--- src/rtl/adiabatic_clock_sequencer.sv ---
// Four-stage adiabatic power-clock sequencer: stages enter EVAL one phase apart,
// each phase lasting ramp_len+1 cycles, and drain stage by stage after a stop.
//
// state | meaning
// IDLE  | no stage active, waiting for start
// RUN   | stages rotating, new stages still being enabled
// DRAIN | stop accepted, stages retire as they leave RECOVER
module adiabatic_clock_sequencer (
    input  logic        clk,
    input  logic        rst_n,
    input  logic        start,
    input  logic        stop,
    input  logic [3:0]  ramp_len,
    output logic [7:0]  stage_phase,
    output logic [15:0] stage_level,
    output logic        running,
    output logic        cycle_done
);

    typedef enum logic [1:0] {IDLE, RUN, DRAIN} state_t;

    localparam logic [1:0] PH_WAIT    = 2'd0;
    localparam logic [1:0] PH_EVAL    = 2'd1;
    localparam logic [1:0] PH_HOLD    = 2'd2;
    localparam logic [1:0] PH_RECOVER = 2'd3;

    state_t     state_q, state_d;
    logic [3:0] s_q, s_d;
    logic [1:0] mp_q, mp_d;
    logic [3:0] act_q, act_d;
    logic       stop_pend_q, stop_pend_d;
    logic [3:0] rl_q, rl_d;
    logic       cdone_q, cdone_d;

    logic       boundary;
    logic [3:0] leave;
    logic [3:0] act_nx;

    always_ff @(posedge clk or negedge rst_n) begin
        if (!rst_n) begin
            state_q     <= IDLE;
            s_q         <= 4'd0;
            mp_q        <= PH_WAIT;
            act_q       <= 4'd0;
            stop_pend_q <= 1'b0;
            rl_q        <= 4'd0;
            cdone_q     <= 1'b0;
        end else begin
            state_q     <= state_d;
            s_q         <= s_d;
            mp_q        <= mp_d;
            act_q       <= act_d;
            stop_pend_q <= stop_pend_d;
            rl_q        <= rl_d;
            cdone_q     <= cdone_d;
        end
    end

    always_comb begin
        state_d     = state_q;
        s_d         = s_q;
        mp_d        = mp_q;
        act_d       = act_q;
        stop_pend_d = stop_pend_q;
        rl_d        = rl_q;
        cdone_d     = 1'b0;
        act_nx      = act_q;
        boundary    = (s_q == rl_q);
        leave       = 4'd0;
        for (int k = 0; k < 4; k++) begin
            if (act_q[k] && ((mp_q - 2'(k)) == PH_RECOVER)) leave[k] = 1'b1;
        end

        case (state_q)
            IDLE: begin
                if (start) begin
                    state_d     = RUN;
                    rl_d        = ramp_len;
                    s_d         = 4'd0;
                    mp_d        = PH_EVAL;
                    act_d       = 4'b0001;
                    stop_pend_d = 1'b0;
                end
            end
            RUN: begin
                if (stop) stop_pend_d = 1'b1;
                if (boundary) begin
                    s_d     = 4'd0;
                    mp_d    = mp_q + 2'd1;
                    cdone_d = leave[3];
                    if (stop_pend_q && leave[0]) begin
                        // no stage may start on the edge that enters DRAIN
                        act_d   = act_q & 4'b1110;
                        state_d = DRAIN;
                    end else begin
                        act_d = act_q | {act_q[2:0], 1'b0};
                    end
                end else begin
                    s_d = s_q + 4'd1;
                end
            end
            DRAIN: begin
                if (boundary) begin
                    s_d     = 4'd0;
                    mp_d    = mp_q + 2'd1;
                    cdone_d = leave[3];
                    act_nx  = act_q & ~leave;
                    act_d   = act_nx;
                    if (act_nx == 4'd0) begin
                        state_d     = IDLE;
                        stop_pend_d = 1'b0;
                        mp_d        = PH_WAIT;
                    end
                end else begin
                    s_d = s_q + 4'd1;
                end
            end
            default: state_d = IDLE;
        endcase
    end

    always_comb begin
        stage_phase = 8'd0;
        stage_level = 16'd0;
        for (int k = 0; k < 4; k++) begin
            if (act_q[k]) begin
                stage_phase[2*k +: 2] = mp_q - 2'(k);
                case (mp_q - 2'(k))
                    PH_EVAL:    stage_level[4*k +: 4] = s_q;
                    PH_HOLD:    stage_level[4*k +: 4] = rl_q;
                    PH_RECOVER: stage_level[4*k +: 4] = rl_q - s_q;
                    default:    stage_level[4*k +: 4] = 4'd0;
                endcase
            end
        end
    end

    assign running    = (state_q != IDLE);
    assign cycle_done = cdone_q;

endmodule

--- config.mk ---
export PLATFORM = sky130hd
export DESIGN_NAME = adiabatic_clock_sequencer
export DESIGN_NICKNAME = d
export VERILOG_FILES = /design/src/rtl/adiabatic_clock_sequencer.sv
export SDC_FILE = /design/constraint.sdc
export NUM_CORES = 1
export LEC_CHECK = 0
export ABC_AREA = 1
export BUFFER_PORTS_ARGS = -buffer_cell sky130_fd_sc_hd__buf_2
export CORE_ASPECT_RATIO = 0.6
export CORE_MARGIN = 2
export CORE_UTILIZATION = 50
export CTS_CLUSTER_DIAMETER = 50
export DETAILED_ROUTE_END_ITERATION = 6
export GPL_ROUTABILITY_DRIVEN = 1
export PLACE_DENSITY = 0.74
export SLEW_MARGIN = 5
export SYNTH_ARGS = -nofsm -noshare
export SYNTH_HDL_FRONTEND = slang
export SYNTH_SLANG_ARGS = --single-unit
--- constraint.sdc ---
create_clock -name clk -period 2.5 [get_ports clk]
set_input_delay 0.5 -clock clk [delete_from_list [all_inputs] [get_ports clk]]
set_output_delay 0.5 -clock clk [all_outputs]
set_load 0.1 [all_outputs]
[After elaboration in Yosys (flattened, before gate mapping)]
Index checks and enable logic that the tools add are counted.
Widths: inputs -> output; s select.
Storage, ports and cells
  input bits: 8
  bits in registers: 18
  output and inout bits: 26
Cells by class
  eq/ne operators: 22
  add/subtract/negate cells: 6
  reduce and logical (&&, ||, !) cells: 17
  bitwise logic cells: 3
  muxes and demuxes: 41
Operators with widths (count)
  $pmux 4 s3: 5
  $mux 4: 10
  $mux 2: 12
  $eq 2x2->1 const B: 9
  $reduce_and 5->1: 3
  $ne 2x2->1 const B: 7
  $pmux 2 s3: 2
  $eq 2x1->1 const B: 5
  $mux 1: 10
  $pmux 4 s2: 1
  $logic_and 1x1->1: 5
  $add 4x1->4 const B: 1
  $and 4x4->4: 1
  $eq 4x4->1: 1
  $logic_not 4->1: 1
  $not 4->4: 1
  $or 4x4->4: 1
  $reduce_and 2->1: 2
  $reduce_and 4->1: 1
  $reduce_bool 2->1: 2
  $sub 2x2->2 const B: 2
  $sub 4x4->4: 1
  $pmux 1 s3: 1
  $reduce_bool 3->1: 1
  4 further kinds: 4

[Depth between registers and ports, before layout]
  depth in word-level cells: 10
  depth in mapped cells: 12
  gate-level depth less buffers: 11

[Worst setup path after synthesis]
OpenSTA, ideal clock, no wires.
  path type: reg-to-output
  from: register s_q[0]
  to: output port stage_level[10]
  slack: -852 ps
  stages on the path, launching flop included: 7
  arrival: 2852 ps
  cell sequence: dfrtp_1 -> ha_1 -> inv_1 -> fa_1 -> xor2_1 -> nand2_1 -> a31oi_1
On the way
  cells in the longest elaborated chain, start to end: 3
RTL lines
  start: declaration: line 28  | logic [3:0] s_q, s_d;
  start signal: assignment: line 42  | s_q <= 4'd0;
  start signal: assignment: line 50  | s_q <= s_d;
  $sub 4x4->4: line 131  | PH_RECOVER: stage_level[4*k +: 4] = rl_q - s_q;
  $pmux 4 s3: line 128  | case (mp_q - 2'(k))
  $mux 4: line 126  | if (act_q[k]) begin
  end: declaration: line 15  | output logic [15:0] stage_level,
Every way passes these cells.

[Worst setup path after layout]
Ends and elaborated chain as after synthesis.

==> impl_metrics.env <==
export IMPL_nFillCells=241
export IMPL_synth_top_area_frac=0.264
export IMPL_reg2reg_from="mp_q[1]$_DFFE_PN0P_"
export IMPL_setup_violations_final=4
export IMPL_crit_required_ns=2.00
export IMPL_grt_max_degree=19
export IMPL_die_area_mm2=0.00391
export IMPL_place_ws_ns=0.150
export IMPL_finalHoldViolCount=0
export IMPL_ys_flop_type="dfrtp_1"
export IMPL_syn2layout_area_growth_pct=42.5
export IMPL_synth_fp_nets=279
export IMPL_insertion_delay_ns=0.26
export IMPL_rr_endpoint="state_q[1]$_DFFE_PN0P_"
export IMPL_power_density_mw_per_mm2=1440
export IMPL_synth_cell_type_count=29
export IMPL_synth_cells=254
export IMPL_die_w_um=79.4
export IMPL_slew_headroom=0.675
export IMPL_htreeDepth=1
export IMPL_tritoncts="yes"
export IMPL_num_rows=16
export IMPL_place_congestion=0.942
export IMPL_cts_buffers=3
export IMPL_fin_nets=320
export IMPL_ioPinCount=34
export IMPL_remaining_drc_errors=0
export IMPL_synth_area_leaders="dfrtp_1 (26%), nand2_1 (15%), ha_1 (12%)"
export IMPL_ys_seq_elements=18
export IMPL_fin_ws_ns=-0.0579
export IMPL_finalSetupTns_ns=-0.148
export IMPL_start_util=0.523
export IMPL_async_reset_ff_frac=1.00
export IMPL_overflow=0
export IMPL_root_buffer="clkbuf_8"
export IMPL_vias=1883
export IMPL_drt_iter0_markers=304
export IMPL_post_drt_wl_per_cell_um=14.9
export IMPL_p_leak_nw=1.10
export IMPL_grt_usage=0.277
export IMPL_netlist_area_mm2=0.00171
export IMPL_ir_worst_vdd_uv=1120
export IMPL_vias_per_cell=5.55
export IMPL_drive_gt1_frac=0.340
export IMPL_clockBufferDepth=2
export IMPL_fin_crit_sh=1.02
export IMPL_worst_r2r_cell_count=10
export IMPL_wl_mm=5.04
export IMPL_hpwl_mm=3.85
export IMPL_yosysWarningCount=0
export IMPL_endpoint="stage_level[10]"
export IMPL_grt_pass1_wl_mm=8.39
export IMPL_drv_slew=0
export IMPL_fin_skew_ns=0.0105
export IMPL_cp_startpoint="s_q[0]$_DFFE_PN0P_"
export IMPL_postRouteAntennaNets=0
export IMPL_chipHeight_um=49.3
export IMPL_synth_seq_area_share=0.264
export IMPL_crit_arrival_ns=2.06
export IMPL_core_area_mm2=0.00326
export IMPL_portBuffers=33
export IMPL_fmax_mhz=391
export IMPL_violations="negative setup slack"
export IMPL_critPathLaunchType="flip-flop"
export IMPL_antenna_found_initial=0
export IMPL_synth_edf_count=0
export IMPL_path_class="reg -> out"
export IMPL_rsz0062_at_grt="yes"
export IMPL_drt_pass1_iter_count=4
export IMPL_fin_area_mm2=0.00243
export IMPL_tightest_slew_ns=0.492
export IMPL_end_kind="primary output"
export IMPL_cp_max_fo=4
export IMPL_placed_cell_area_mm2=0.00229
export IMPL_status="finished with violations"
export IMPL_final_min_clock_period_ns=2.56
export IMPL_syn_avg_cell_area_um2=6.72
export IMPL_antenna_cells=0
export IMPL_regToRegSetupSlack_ns=0.76
export IMPL_synth_largest_area_cell="dfrtp_1"
export IMPL_cts_clk_slew_worst_paths_ns=0.08
export IMPL_min_path_type="in -> async"
export IMPL_cts_sinks=18
export IMPL_grt_pass1_vias=1713
export IMPL_cap_violations=0
[area by class of cell]
class,count,area (um^2),area share
clock buffer,4,55.1,0.0226
timing repair buffer,40,458,0.188
inverter,47,176,0.0725
sequential,18,453,0.186
multi-input combinational,185,1230,0.507
tap,45,56.3,0.0231
[per-stage QoR]
step           hold slack, ns  std cells   util  power (W)
2_1_floorplan           0.204        254      -    0.00239
3_3_place_gp            0.460        334  0.702    0.00292
3_5_place_dp            0.467        334  0.702    0.00298
4_1_cts                 0.187        338  0.729    0.00330
5_1_grt                 0.194        339  0.745    0.00377
6_report                0.162        339  0.745    0.00350
[cell usage after synthesis, types with 5 or more instances]
library cell / count
nand2_1: 69
inv_1: 40
nor2_1: 21
dfrtp_1: 18
ha_1: 16
a21oi_1: 14
nand3_1: 13
o22ai_1: 13
inv_2: 7
nand2_2: 5
o21ai_1: 5
[state kept, by name (all words and copies together) (netlist names)]
register,flops
act_q,4
rl_q,4
s_q,4
mp_q,2
state_q,2
cycle_done,1
stop_pend_q,1
[logic make-up (layout without fill, tap and decap cells)]
kind of cell / Yosys count / count (layout) / share of synthesized area
AO/OA/AOI/OAI: 46 / 46 / 0.158
flip-flops: 18 / 18 / 0.264
multiplexers: 1 / 1 / 0.00587
adder cells (fa/ha/maj): 17 / 17 / 0.129
buffers and inverters: 51 / 91 / 0.121
XOR/XNOR: 2 / 2 / 0.0103
AND/OR/NAND/NOR: 119 / 119 / 0.312
[per-layer routing]
layer,GRT usage,up-vias,wire length (um)
li1,-,896,-
met1,0.424,886,2400
met2,0.406,97,2200
met3,0.0463,4,423
met4,0.0603,0,25
met5,0,-,0
[timing repair]
action,CTS,global route
hold buffers,0,0
endpoints found under the setup margin,4,13
resized for setup,5,20
buffers inserted,0,1
pin swaps,2,13
[worst min-delay path by stage]
stage | slack (ns) | startpoint | to
floorplan | 0.20 | rst_n | act_q[0]$_DFFE_PN0P_
global placement | 0.46 | rst_n | state_q[1]$_DFFE_PN0P_
detailed placement | 0.47 | rst_n | state_q[1]$_DFFE_PN0P_
CTS | 0.19 | rst_n | s_q[0]$_DFFE_PN0P_
global route | 0.19 | rst_n | s_q[0]$_DFFE_PN0P_
finish | 0.16 | rst_n | s_q[0]$_DFFE_PN0P_
[where the power goes]
group          switching, W  leakage [nW]  internal (W)
Clock              0.000107        0.0288      0.000140
Sequential         0.000148         0.229      0.000403
Combinational       0.00182         0.845      0.000878
Total               0.00208          1.10       0.00142
[worst max-delay path, stage by stage (launching register included)]
cell and delay [ns]:
dfrtp_1 0.41, ha_4 0.15, inv_2 0.04, fa_2 0.43, xor2_4 0.28, nand2_2 0.10
a31oi_4 0.18, buf_12 0.20
[cell usage in the layout, fill, tap and decap left out, types with 2 or more instances in the layout]
cell type / instances
o22ai_1: 13
dfrtp_1: 16
ha_2: 2
nand2_1: 63
buf_2: 17
ha_1: 12
nand2_4: 2
ha_4: 2
buf_12: 16
o21ai_1: 5
nand4_1: 3
nor2_2: 7
a31oi_4: 4
dfrtp_2: 2
a21oi_4: 4
nand3_1: 13
nand2_2: 11
a21oi_1: 10
nor2_1: 16
o211ai_1: 4
inv_2: 15
buf_4: 7
inv_1: 32
clkbuf_8: 4
o21ai_0: 4
Power figures use the tool's default switching activity.
